$ cat src/rtl/switch_request_scheduler.sv
// rtl/switch_request_scheduler.sv - four-source round-robin request scheduler feeding a switch
//
// Purpose
//   Each of four sources owns a one-entry holding buffer. A two-state controller
//   picks one pending buffer round-robin, presents it to the switch on R/D and
//   holds it there until the switch takes it with sw_ready.
//
// Ports
//   clk       in   1          single clock, rising edge
//   rst       in   1          synchronous, active-high reset
//   in_valid  in   4          per-source word valid
//   in_data   in   4xDATA_W   per-source word
//   in_ready  out  4          per-source ready (buffer empty), register-decoded
//   R         out  4          one-hot request lines to the switch
//   D         out  4xDATA_W   data lines; only the granted lane is non-zero
//   sw_ready  in   1          switch accepts the presented word
//   busy      out  1          a request is presented on R
//   tx_count  out  CNT_W      completed switch transfers, wraps

module switch_request_scheduler #(
    parameter int DATA_W = 32,
    parameter int CNT_W  = 16
) (
    input  logic              clk,
    input  logic              rst,
    input  logic [3:0]        in_valid,
    input  logic [DATA_W-1:0] in_data [4],
    output logic [3:0]        in_ready,
    output logic [3:0]        R,
    output logic [DATA_W-1:0] D [4],
    input  logic              sw_ready,
    output logic              busy,
    output logic [CNT_W-1:0]  tx_count
);

    typedef enum logic {
        IDLE = 1'b0,
        BUSY = 1'b1
    } state_t;

    state_t              state_q, state_d;
    logic [3:0]          buf_valid_q, buf_valid_d;
    logic [DATA_W-1:0]   buf_data_q [4];
    logic [DATA_W-1:0]   buf_data_d [4];
    logic [1:0]          ptr_q, ptr_d;
    logic [1:0]          grant_q, grant_d;
    logic [3:0]          r_q, r_d;
    logic [DATA_W-1:0]   d_q [4];
    logic [DATA_W-1:0]   d_d [4];
    logic                busy_q, busy_d;
    logic [CNT_W-1:0]    tx_count_q, tx_count_d;

    logic                sel_found;
    logic [1:0]          sel_idx;
    logic                grant_start;
    logic                complete;

    // Round-robin search over registered buffer state, starting at ptr.
    // A word accepted on this edge is therefore first eligible on the next edge.
    always_comb begin
        sel_found = 1'b0;
        sel_idx   = ptr_q;
        for (int k = 0; k < 4; k++) begin
            if (!sel_found && buf_valid_q[ptr_q + 2'(k)]) begin
                sel_found = 1'b1;
                sel_idx   = ptr_q + 2'(k);
            end
        end
    end

    assign grant_start = (state_q == IDLE) && sel_found;
    assign complete    = (state_q == BUSY) && sw_ready;

    // State register
    always_ff @(posedge clk) begin
        if (rst) begin
            state_q     <= IDLE;
            buf_valid_q <= 4'b0000;
            ptr_q       <= 2'd0;
            grant_q     <= 2'd0;
            r_q         <= 4'b0000;
            busy_q      <= 1'b0;
            tx_count_q  <= '0;
            for (int j = 0; j < 4; j++) begin
                d_q[j] <= '0;
            end
        end else begin
            state_q     <= state_d;
            buf_valid_q <= buf_valid_d;
            ptr_q       <= ptr_d;
            grant_q     <= grant_d;
            r_q         <= r_d;
            busy_q      <= busy_d;
            tx_count_q  <= tx_count_d;
            d_q         <= d_d;
        end
    end

    // Buffer contents are qualified by buf_valid_q, so they need no reset.
    always_ff @(posedge clk) begin
        buf_data_q <= buf_data_d;
    end

    // Next-state logic
    always_comb begin
        state_d = state_q;
        case (state_q)
            IDLE:    if (sel_found) state_d = BUSY;
            BUSY:    if (sw_ready)  state_d = IDLE;
            default: state_d = IDLE;
        endcase
    end

    // Output and datapath logic
    always_comb begin
        buf_valid_d = buf_valid_q;
        buf_data_d  = buf_data_q;
        ptr_d       = ptr_q;
        grant_d     = grant_q;
        r_d         = r_q;
        d_d         = d_q;
        busy_d      = busy_q;
        tx_count_d  = tx_count_q;

        // Source side: an empty buffer takes whatever is offered. The granted
        // buffer is full throughout BUSY, so it can never be overwritten here.
        for (int i = 0; i < 4; i++) begin
            if (in_valid[i] && !buf_valid_q[i]) begin
                buf_valid_d[i] = 1'b1;
                buf_data_d[i]  = in_data[i];
            end
        end

        if (grant_start) begin
            grant_d = sel_idx;
            r_d     = 4'b0001 << sel_idx;
            busy_d  = 1'b1;
            for (int j = 0; j < 4; j++) begin
                d_d[j] = (2'(j) == sel_idx) ? buf_data_q[j] : '0;
            end
        end

        // Completion frees the buffer; in_ready for it rises after this edge,
        // and the IDLE cycle that follows is the inter-grant bubble.
        if (complete) begin
            buf_valid_d[grant_q] = 1'b0;
            ptr_d                = grant_q + 2'd1;
            tx_count_d           = tx_count_q + CNT_W'(1);
            r_d                  = 4'b0000;
            busy_d               = 1'b0;
            for (int j = 0; j < 4; j++) begin
                d_d[j] = '0;
            end
        end
    end

    assign in_ready = ~buf_valid_q;
    assign R        = r_q;
    assign D        = d_q;
    assign busy     = busy_q;
    assign tx_count = tx_count_q;

endmodule

$ cat config.mk
export PLATFORM = sky130hd
export DESIGN_NAME = switch_request_scheduler
export DESIGN_NICKNAME = d
export VERILOG_FILES = /design/src/rtl/switch_request_scheduler.sv
export SDC_FILE = /design/constraint.sdc
export NUM_CORES = 1
export LEC_CHECK = 0
export ABC_CLOCK_PERIOD_IN_PS = 7350
export CAP_MARGIN = 0
export CORE_MARGIN = 2
export CORE_UTILIZATION = 35
export DETAILED_ROUTE_END_ITERATION = 12
export MAX_ROUTING_LAYER = met4
export PLACE_DENSITY_LB_ADDON = 0.05
export SYNTH_ARGS = -nofsm -noshare
export SYNTH_HDL_FRONTEND = slang
export SYNTH_SLANG_ARGS = --single-unit
export TNS_END_PERCENT = 20
$ cat constraint.sdc
create_clock -name clk -period 7.35 [get_ports clk]
set_clock_uncertainty 0.2 [all_clocks]
set_input_delay 1.1025 -clock clk [delete_from_list [all_inputs] [get_ports clk]]
set_output_delay 1.1025 -clock clk [all_outputs]
set_load 0.02 [all_outputs]
== Yosys cells after proc, flatten, opt, wreduce, memory -nomap -nowiden ==
Index checks and enable logic that the tools add are counted.

* Mux-type cells: 29
* $lt $le $gt $ge: 6
* Reduce and logical (&&, ||, !) cells: 19
* Shifts and indexed selects: 1
* Add/sub/neg operators: 5
* Bitwise gates (word level): 4
* Eq/ne operators: 3

{| class="wikitable"
|+ Operators by type and width
! operator !! number
|-
| 2-to-1 mux 32 bit || 4
|-
| adder 16 x 1 -> 16 bit (second input constant) || 1
|-
| less-than comparator 2 x 3 -> 1 bit (second input constant) || 5
|-
| 2-to-1 mux 1 bit || 15
|-
| logical AND 1 bit || 10
|-
| binary-select mux 1 bit (select 2 bit) || 4
|-
| NOT 4 bit || 2
|-
| logical NOT 1 bit || 7
|-
| 2-to-1 mux 2 bit || 3
|-
| adder 2 x 1 -> 2 bit (second input constant) || 2
|-
| adder 2 bit (second input constant) || 2
|-
| bitwise AND 4 bit || 1
|-
| equality test 2 bit (first input constant) || 2
|-
| 2-to-1 mux 4 bit || 1
|-
| left shift 1 x 2 -> 4 bit (first input constant) || 1
|-
| demux 1 bit (select 2 bit) || 1
|-
| equality test 1 x 2 -> 1 bit (first input constant) || 1
|-
| greater-or-equal comparator 2 x 1 -> 1 bit (second input constant) || 1
|-
| logical NOT 2 bit || 1
|-
| one-hot mux 1 bit (2 select lines) || 1
|-
| OR reduction 2 bit || 1
|-
| NOT 1 bit || 1
|}

* Register bits after elaboration: 286
* Output and inout port bits: 153
* Input bits: 135
* Word-level logic and storage cells: 82

== Logic depth before layout (Yosys ltp) ==
Gate-level depths: netlist (run 1).

* Depth after elaboration: 14
* Mapped depth: 6

== Worst setup path before layout (run 1) ==
OpenSTA, ideal clock, no wires.

* Path kind: input port to flip-flop
* Start: input in_valid[0]
* End: register buf_data_q[100] in the netlist's numbering (enable)
* Buffers on the path: 0
* Setup slack: 4.175 ns
* Stages on the path: 1
* Arrival: 2.550 ns
* Data required time: 6.725 ns
* Library setup time: 0.425 ns
* Path through: nor2b_1

* Word-level cells in the longest chain between the ends: 1

{| class="wikitable"
|+ RTL lines
! element !! RTL line !! RTL
|-
| start, declared || 26 || <nowiki>input logic [3:0] in_valid,</nowiki>
|-
| logical AND 1 bit || 128 || <nowiki>if (in_valid[i] && !buf_valid_q[i]) begin</nowiki>
|-
| end signal, assigned || 101 || <nowiki>buf_data_q <= buf_data_d;</nowiki>
|-
| end, declared || 43 || <nowiki>logic [DATA_W-1:0] buf_data_q [4];</nowiki>
|}

No other way between the ends.
A chain may end at the register's enable or synchronous reset.

== Worst setup path after layout (run 1) ==
* Start: input sw_ready
* End: register d_q, in the netlist D[109]

* Word-level cells in the longest chain between the ends: 2

{| class="wikitable"
|+ RTL lines
! element !! RTL line !! RTL
|-
| start, declared || 31 || <nowiki>input logic sw_ready,</nowiki>
|-
| logical AND 1 bit || 72 || <nowiki>assign complete = (state_q == BUSY) && sw_ready;</nowiki>
|-
| OR reduction 2 bit (no source line) || -- ||
|-
| end signal, assigned by index || 85 || <nowiki>d_q[j] <= '0;</nowiki>
|-
| end signal, assigned || 95 || <nowiki>d_q <= d_d;</nowiki>
|-
| end, declared || 48 || <nowiki>logic [DATA_W-1:0] d_q [4];</nowiki>
|}

No other way between the ends.

==> metrics.md, run 1 <==
| Metric | Value |
|---|---|
| Run status | finished, final reports clean |
| Max-capacitance violation count | 0 |
| Leakage power | 4.829 nW |
| Die Span Y | 166.8 um |
| Slew Viols, Final | 0 |
| Post-synth ARST share | 0 |
| Hold_buf cts | 0 |
| Largest net degree at the start of global routing | 83 |
| Worst Setup Slack, final | 3.943 ns |
| Fmax achieved | 0.2935 GHz |
| Vias in the first global route | 6220 |
| Seq/Total Area, Yosys | 0.7552 |
| Post-cts sizing count | 0 |
| CP Capture Type | flop |
| Most frequent CP cell | buf_4 |
| Cell family with most CP delay | buffers and inverters |
| Setup TNS | 0 ns |
| Core Util, Final | 0.5175 |
| Post-Syn Nets | 743 |
| DRC viols | 0 |
| DR WL/cell | 17.92 um |
| Drt first pass iters | 4 |
| CTS tree | built |
| Reg2Reg Setup Slack | 4.16 ns |
| CORE AREA | 26060 um2 |
| Peak VDD IR | 0.2056 mV |
| Initial Utilization | 0.3560 |
| Worst hold start | buf_data_q[12]$_DFFE_PP_ |
| Worst setup path startpoint | sw_ready |
| Setup Viol. Count Final | 0 |
| Startpoint Class | primary input |
| Fin crit share | 0.4636 |
| Area contributors post-synth | edfxtp_1 (41%), dfxtp_1 (34%), a22o_1 (12%), buf_2 (1.2%), nor2_1 (1.1%) |
| DP HPWL | 15010 um |
| FF-to-FF path depth | 6 |
| Final hold violation count | 0 |
| Worst EP required | 7.63 ns |
| Root buffer cell | clkbuf_16 |
| Layout cell share with drive strength beyond 1 | 0.07743 |
| Synth Area per Inst | 15.39 um2 |
| Fin crit period | 3.407 ns |
| Vias | 6066 |
| Critical path's largest stage delay | 0.80 ns |
| Worst skew pair latency | 0.54 ns |
| Number of cells after detailed placement | 1194 |
| WS Path Type | in2reg |
| Worst Setup EP | D[109]$_SDFFE_PP0P_ |
| Peak fanout along the critical path | 82 |
| CTS clk-pin slew, worst paths | 0.06 ns |
| Worst path depth | 6 |
| Worst path slowest cell | buf_4 |
| Measured slew at the worst slew-check pin | 0.9692 ns |
| Slew margin rel. | 0.3525 |
| Drt total wl | 22470 um |
| Number of flops mapped to enable cells by yosys | 128 |
| Yosys reg bits | 286 |
| Post-Place Worst Slack | 3.434 ns |
| Finished layout cell area | 13490 um2 |
| RSZ-0062 raised after global routing | false |
| Ys flop type | dfxtp_1 |
| Htree depth | 1 |
| Number of port buffers | 287 |
| I/O pins | 288 |
| Initial DRC count | 411 |
| Buf/Inv on CP | 3 |
| Die extent in x | 166.8 um |
| Sink Count | 286 |
| Total gr overflow | 0 |
| Post-synthesis cell type count | 47 |
| FF-to-FF Start | buf_valid_q[2]$_SDFF_PP0_ |
| Yosys top cell by area | edfxtp_1 |
| Worst path arrival time | 3.69 ns |
| Clock tree buffer depth | 3 |
| Total power per unit cell area | 270.3 nW/um2 |
| Post-synth top cells | dfxtp_1 (158), a22o_1 (128), edfxtp_1 (128) |
| Crit path cell chain | clkdlybuf4s50_1, and2_1, nor3_4, buf_4, buf_4, a22o_1 |
| First-pass GRT wire length | 34720 um |
| Routed Antenna Nets | 0 |
| Nets | 1032 |
| Synth Cell Area | 9278 um2 |
| Synth Instances | 603 |
| Worst r2r dst | D[109]$_SDFFE_PP0P_ |
| Fin cells | 1254 |
| Vias per inst | 4.837 |
| Post-placement cell area | 12450 um2 |
| CTS buffer count | 31 |
| Hold WS | 0.2475 ns |
| Global placement routability congestion | 0.7408 |
| Share of Yosys cell area claimed by the top area cell type | 0.4143 |
| Gr usage total | 0.1602 |
| Most frequent cell after synthesis | dfxtp_1 |
| Ys Warns | 0 |
| Power Total | 3.645 mW |
| Std-Cell Rows | 59 |
| Antenna violations before repair | 2 |
| Full die area | 27830 um2 |
| Hold Path Class | reg2reg |
| Post-CTS Setup Repair Bufs | 0 |
| Layout area overhead | 45.37% |
-- cells by family (layout without fill, tap and decap cells) --
group           Yosys count  in the layout  synth area share
buf+inv                  46            360           0.02576
mux                       1              1          0.001214
xor+xnor                 13             13           0.01227
compound gates          167            167            0.1506
flops                   286            286            0.7552
fa+ha+maj                 5              5          0.006743
simple gates             85             85           0.04814
other cells               0              2                 0
-- layout make-up --
cell class | instances | area [um2]
clock inverter | 9 | 73.82
clock buffer | 49 | 954.7
sequential | 286 | 7007
fill | 2229 | 12570
multi-input combinational | 271 | 2076
antenna | 2 | 5.005
tap | 335 | 419.2
timing repair buffer | 293 | 2918
inverter | 9 | 33.78
-- flip-flops by register name, summed over array words and instances (netlist names) --
signal / cells
D: 128
R: 4
buf_data_q: 128
buf_valid_q: 4
busy: 1
grant_q: 2
ptr_q: 2
state_q: 1
tx_count: 16
-- worst min-delay path by stage --
stage	endpoint	cells after the start
floorplan	D[42]$_SDFFE_PP0P_	1
global placement	D[54]$_SDFFE_PP0P_	1
detailed placement	D[25]$_SDFFE_PP0P_	1
CTS	D[53]$_SDFFE_PP0P_	1
global route	D[89]$_SDFFE_PP0P_	1
finish	D[12]$_SDFFE_PP0P_	1
-- cell usage in the layout (no fill, tap or decap), drive strengths merged, types with 2 or more instances in the layout --
master           n
nand2b           2
or3              2
diode            2
clkinv           7
nand4            5
and2             2
inv             10
edfxtp         128
a22o           128
o21a             2
xor2             3
o211a            2
o211ai           2
nand2           16
nor3             7
nor3b            2
clkbuf          49
nor2b            7
ha               5
nor2            27
dfxtp          158
a211oi           9
nor4             7
a21oi           11
o21ai            7
clkdlybuf4s50  287
buf              6
xnor2           10
nand3            5
-- report_power, final --
part	switching [mW]	internal, mW	total [mW]
clock network	0.592	0.921	1.51
registers	0.0439	1.75	1.80
logic	0.168	0.166	0.334
total	0.804	2.84	3.65
-- worst reg2reg max path: cells and delay by family (launching register included) --
kind            cells  cell delay [ns]
buf+inv             2             1.28
simple gates        3             0.82
flops               1             0.46
compound gates      1             0.37
-- metal layers --
layer  vias up  share of wire  global-route usage
li1       2887              -                   -
met1      2904           0.44              0.2035
met2       224           0.46              0.2478
met3        51          0.067             0.03921
met4         0          0.034             0.06334
met5         -              0                   -
No activity file was read; power rests on OpenSTA's default activity.
==> run 2, diff against run 1 <==
ABC_CLOCK_PERIOD_IN_PS = 2730   (was 7350)
clock period = 2.73 ns   (was 7.35 ns; I/O delays follow)
==> run 2 against run 1 <==
Compared with the run above: clock power rose to 2.7 times the previous value; hold slack lost 0.026 ns; total power rose to 2.7 times the previous value; design area up 0.65%; setup slack lost 3.7 ns; sequential share of layout area shrank 0.34 points; critical endpoint is now in_ready[0]; largest cell class unchanged.
==> metrics.md, run 2 (synthesis gave the netlist of run 1 again) <==
| Metric | Value |
|---|---|
| Slew Viols, Final | 0 (unchanged) |
| Total gr overflow | 0 (unchanged) |
| Power Total | 9.839 mW (+170%) |
| WS Path Type | reg2out |
| Worst hold start | in_data[86] |
| Post-CTS Setup Repair Bufs | 0 (unchanged) |
| DP HPWL | 15250 um (+1.6%) |
| CTS tree | built |
| Hold WS | 0.2214 ns (-0.02612 ns) |
| Global placement routability congestion | 0.7789 (+5.1%) |
| Startpoint Class | flop |
| Layout cell share with drive strength beyond 1 | 0.08983 (+0.01240) |
| CORE AREA | 26060 um2 (unchanged) |
| CTS buffer count | 30 (-3.2%) |
| Fmax achieved | 0.3976 GHz |
| Commonest non-fill, non-tap cells in the layout | clkdlybuf4s50_1 (287), dfxtp_1 (158), a22o_1 (128), edfxtp_1 (128), clkbuf_16 (31) |
| Initial Utilization | 0.3560 (unchanged) |
| Measured slew at the worst slew-check pin | 0.7431 ns (-0.2261 ns) |
| RSZ-0062 raised after global routing | false |
| Cell family with most CP delay | buffers and inverters |
| Buf/Inv on CP | 2 (-1) |
| Fin crit period | 2.515 ns |
| Vias | 6045 (-0.35%) |
| Setup TNS | 0 ns (unchanged) |
| Most common cell after layout, fill and taps aside | clkdlybuf4s50_1 |
| Die extent in x | 166.8 um (unchanged) |
| CP Capture Type | primary output |
| FF-to-FF Start | buf_valid_q[0]$_SDFF_PP0_ |
| I/O pins | 288 (unchanged) |
| Gr usage total | 0.1595 (-0.0007440) |
| Largest net degree at the start of global routing | 66 (-20%) |
| Total power per unit cell area | 724.8 nW/um2 (+170%) |
| Routed Antenna Nets | 0 (unchanged) |
| DRC viols | 0 (unchanged) |
| Final hold violation count | 0 (unchanged) |
| Worst EP required | 2.12 ns (-5.51 ns) |
| Peak VDD IR | 0.4589 mV (+120%) |
| Full die area | 27830 um2 (unchanged) |
| Worst skew pair latency | 0.54 ns (about the same) |
| Setup Viol. Count Final | 0 (unchanged) |
| Worst path slowest cell | dfxtp_1 |
| CTS clk-pin slew, worst paths | 0.06 ns (about the same) |
| Worst path arrival time | 1.91 ns (-1.78 ns) |
| Vias per inst | 4.798 (-0.82%) |
| Root buffer cell | clkbuf_16 |
| Sink Count | 286 (unchanged) |
| Hold_buf cts | 0 (unchanged) |
| Max-capacitance violation count | 0 (unchanged) |
| Drt first pass iters | 4 (unchanged) |
| Leakage power | 4.872 nW (+0.90%) |
| Critical path's largest stage delay | 0.63 ns (-0.17 ns) |
| Worst setup path startpoint | buf_valid_q[0]$_SDFF_PP0_ |
| Number of port buffers | 287 (unchanged) |
| Die Span Y | 166.8 um (unchanged) |
| Peak fanout along the critical path | 13 (-84%) |
| Initial DRC count | 351 (-15%) |
| Slew margin rel. | 0.5046 (+0.1521) |
| Crit path cell chain | inv_1, clkdlybuf4s50_1 |
| Core Util, Final | 0.5209 (+0.003361) |
| Std-Cell Rows | 59 (unchanged) |
| Vias in the first global route | 6144 (-1.2%) |
| Drt total wl | 22500 um (+0.15%) |
| Nets | 1040 (+0.78%) |
| First-pass GRT wire length | 34410 um (-0.89%) |
| Hold Path Class | in2reg |
| Post-cts sizing count | 0 (unchanged) |
| Htree depth | 1 (unchanged) |
| Clock tree buffer depth | 3 (unchanged) |
| Run status | finished, final reports clean |
| Layout area overhead | 46.31% |
| Antenna violations before repair | 1 (-1) |
| DR WL/cell | 17.86 um (-0.33%) |
| Fin crit share | 0.9212 |
==> run 2: changes by cell type in the layout (fill, tap and decap cells not counted), moves of 2 or more <==
cell / delta
buf_12: +2
buf_4: +7
clkbuf_1: -6
clkbuf_8: -2
clkinvlp_4: +3
==> run 2: area by class of cell <==
cell class              count  area, um2
inverters                   9      33.78
repair buffers            302       3010
multi-input cells         271       2076
diodes                      1      2.502
clock inverters            16      146.4
well taps                 335      419.2
flip-flops and latches    286       7007
clock buffers              40      879.6
fillers                  2184      12480
==> run 2: where the power goes <==
| group | total, mW | internal (mW) | leakage [nW] | switching (mW) |
|---|---|---|---|---|
| registers | 4.83 | 4.72 | 2.50 | 0.106 |
| clock network | 4.08 | 2.45 | 0.506 | 1.63 |
| logic | 0.929 | 0.463 | 1.86 | 0.466 |
==> run 2: through the flow <==
step	cells	cell area (um2)	worst slack [ns]
finish	1260	13570	0.2151
global route	1260	13570	0.09178
CTS	1259	13570	0.1731
detailed placement	1203	12550	0.2483
global placement	1203	12550	0.3209
floorplan	603	9278	0.1404
==> run 2: worst paths after layout <==
path                                            endpoint  slack (ns)  depth (start not counted)
worst min register to register        D[30]$_SDFFE_PP0P_        0.25                          1
worst min-delay path            buf_data_q[86]$_DFFE_PP_        0.22                          1
worst max register to register       D[102]$_SDFFE_PP0P_        0.38                          5
worst max-delay path                         in_ready[0]        0.22                          2
==> run 2: layer usage <==
metal / share of wire / global-route usage
met5: 0 / -
met1: 0.43 / 0.1983
met2: 0.47 / 0.2548
met4: 0.022 / 0.04535
met3: 0.076 / 0.04610
==> run 2: worst register-to-register path: cells and delay by family (launching register included) <==
family	cells	cell delay, ns
and+or+nand+nor	3	0.70
buffers and inverters	1	0.59
DFF	1	0.46
AOI/OAI and AO/OA	1	0.33
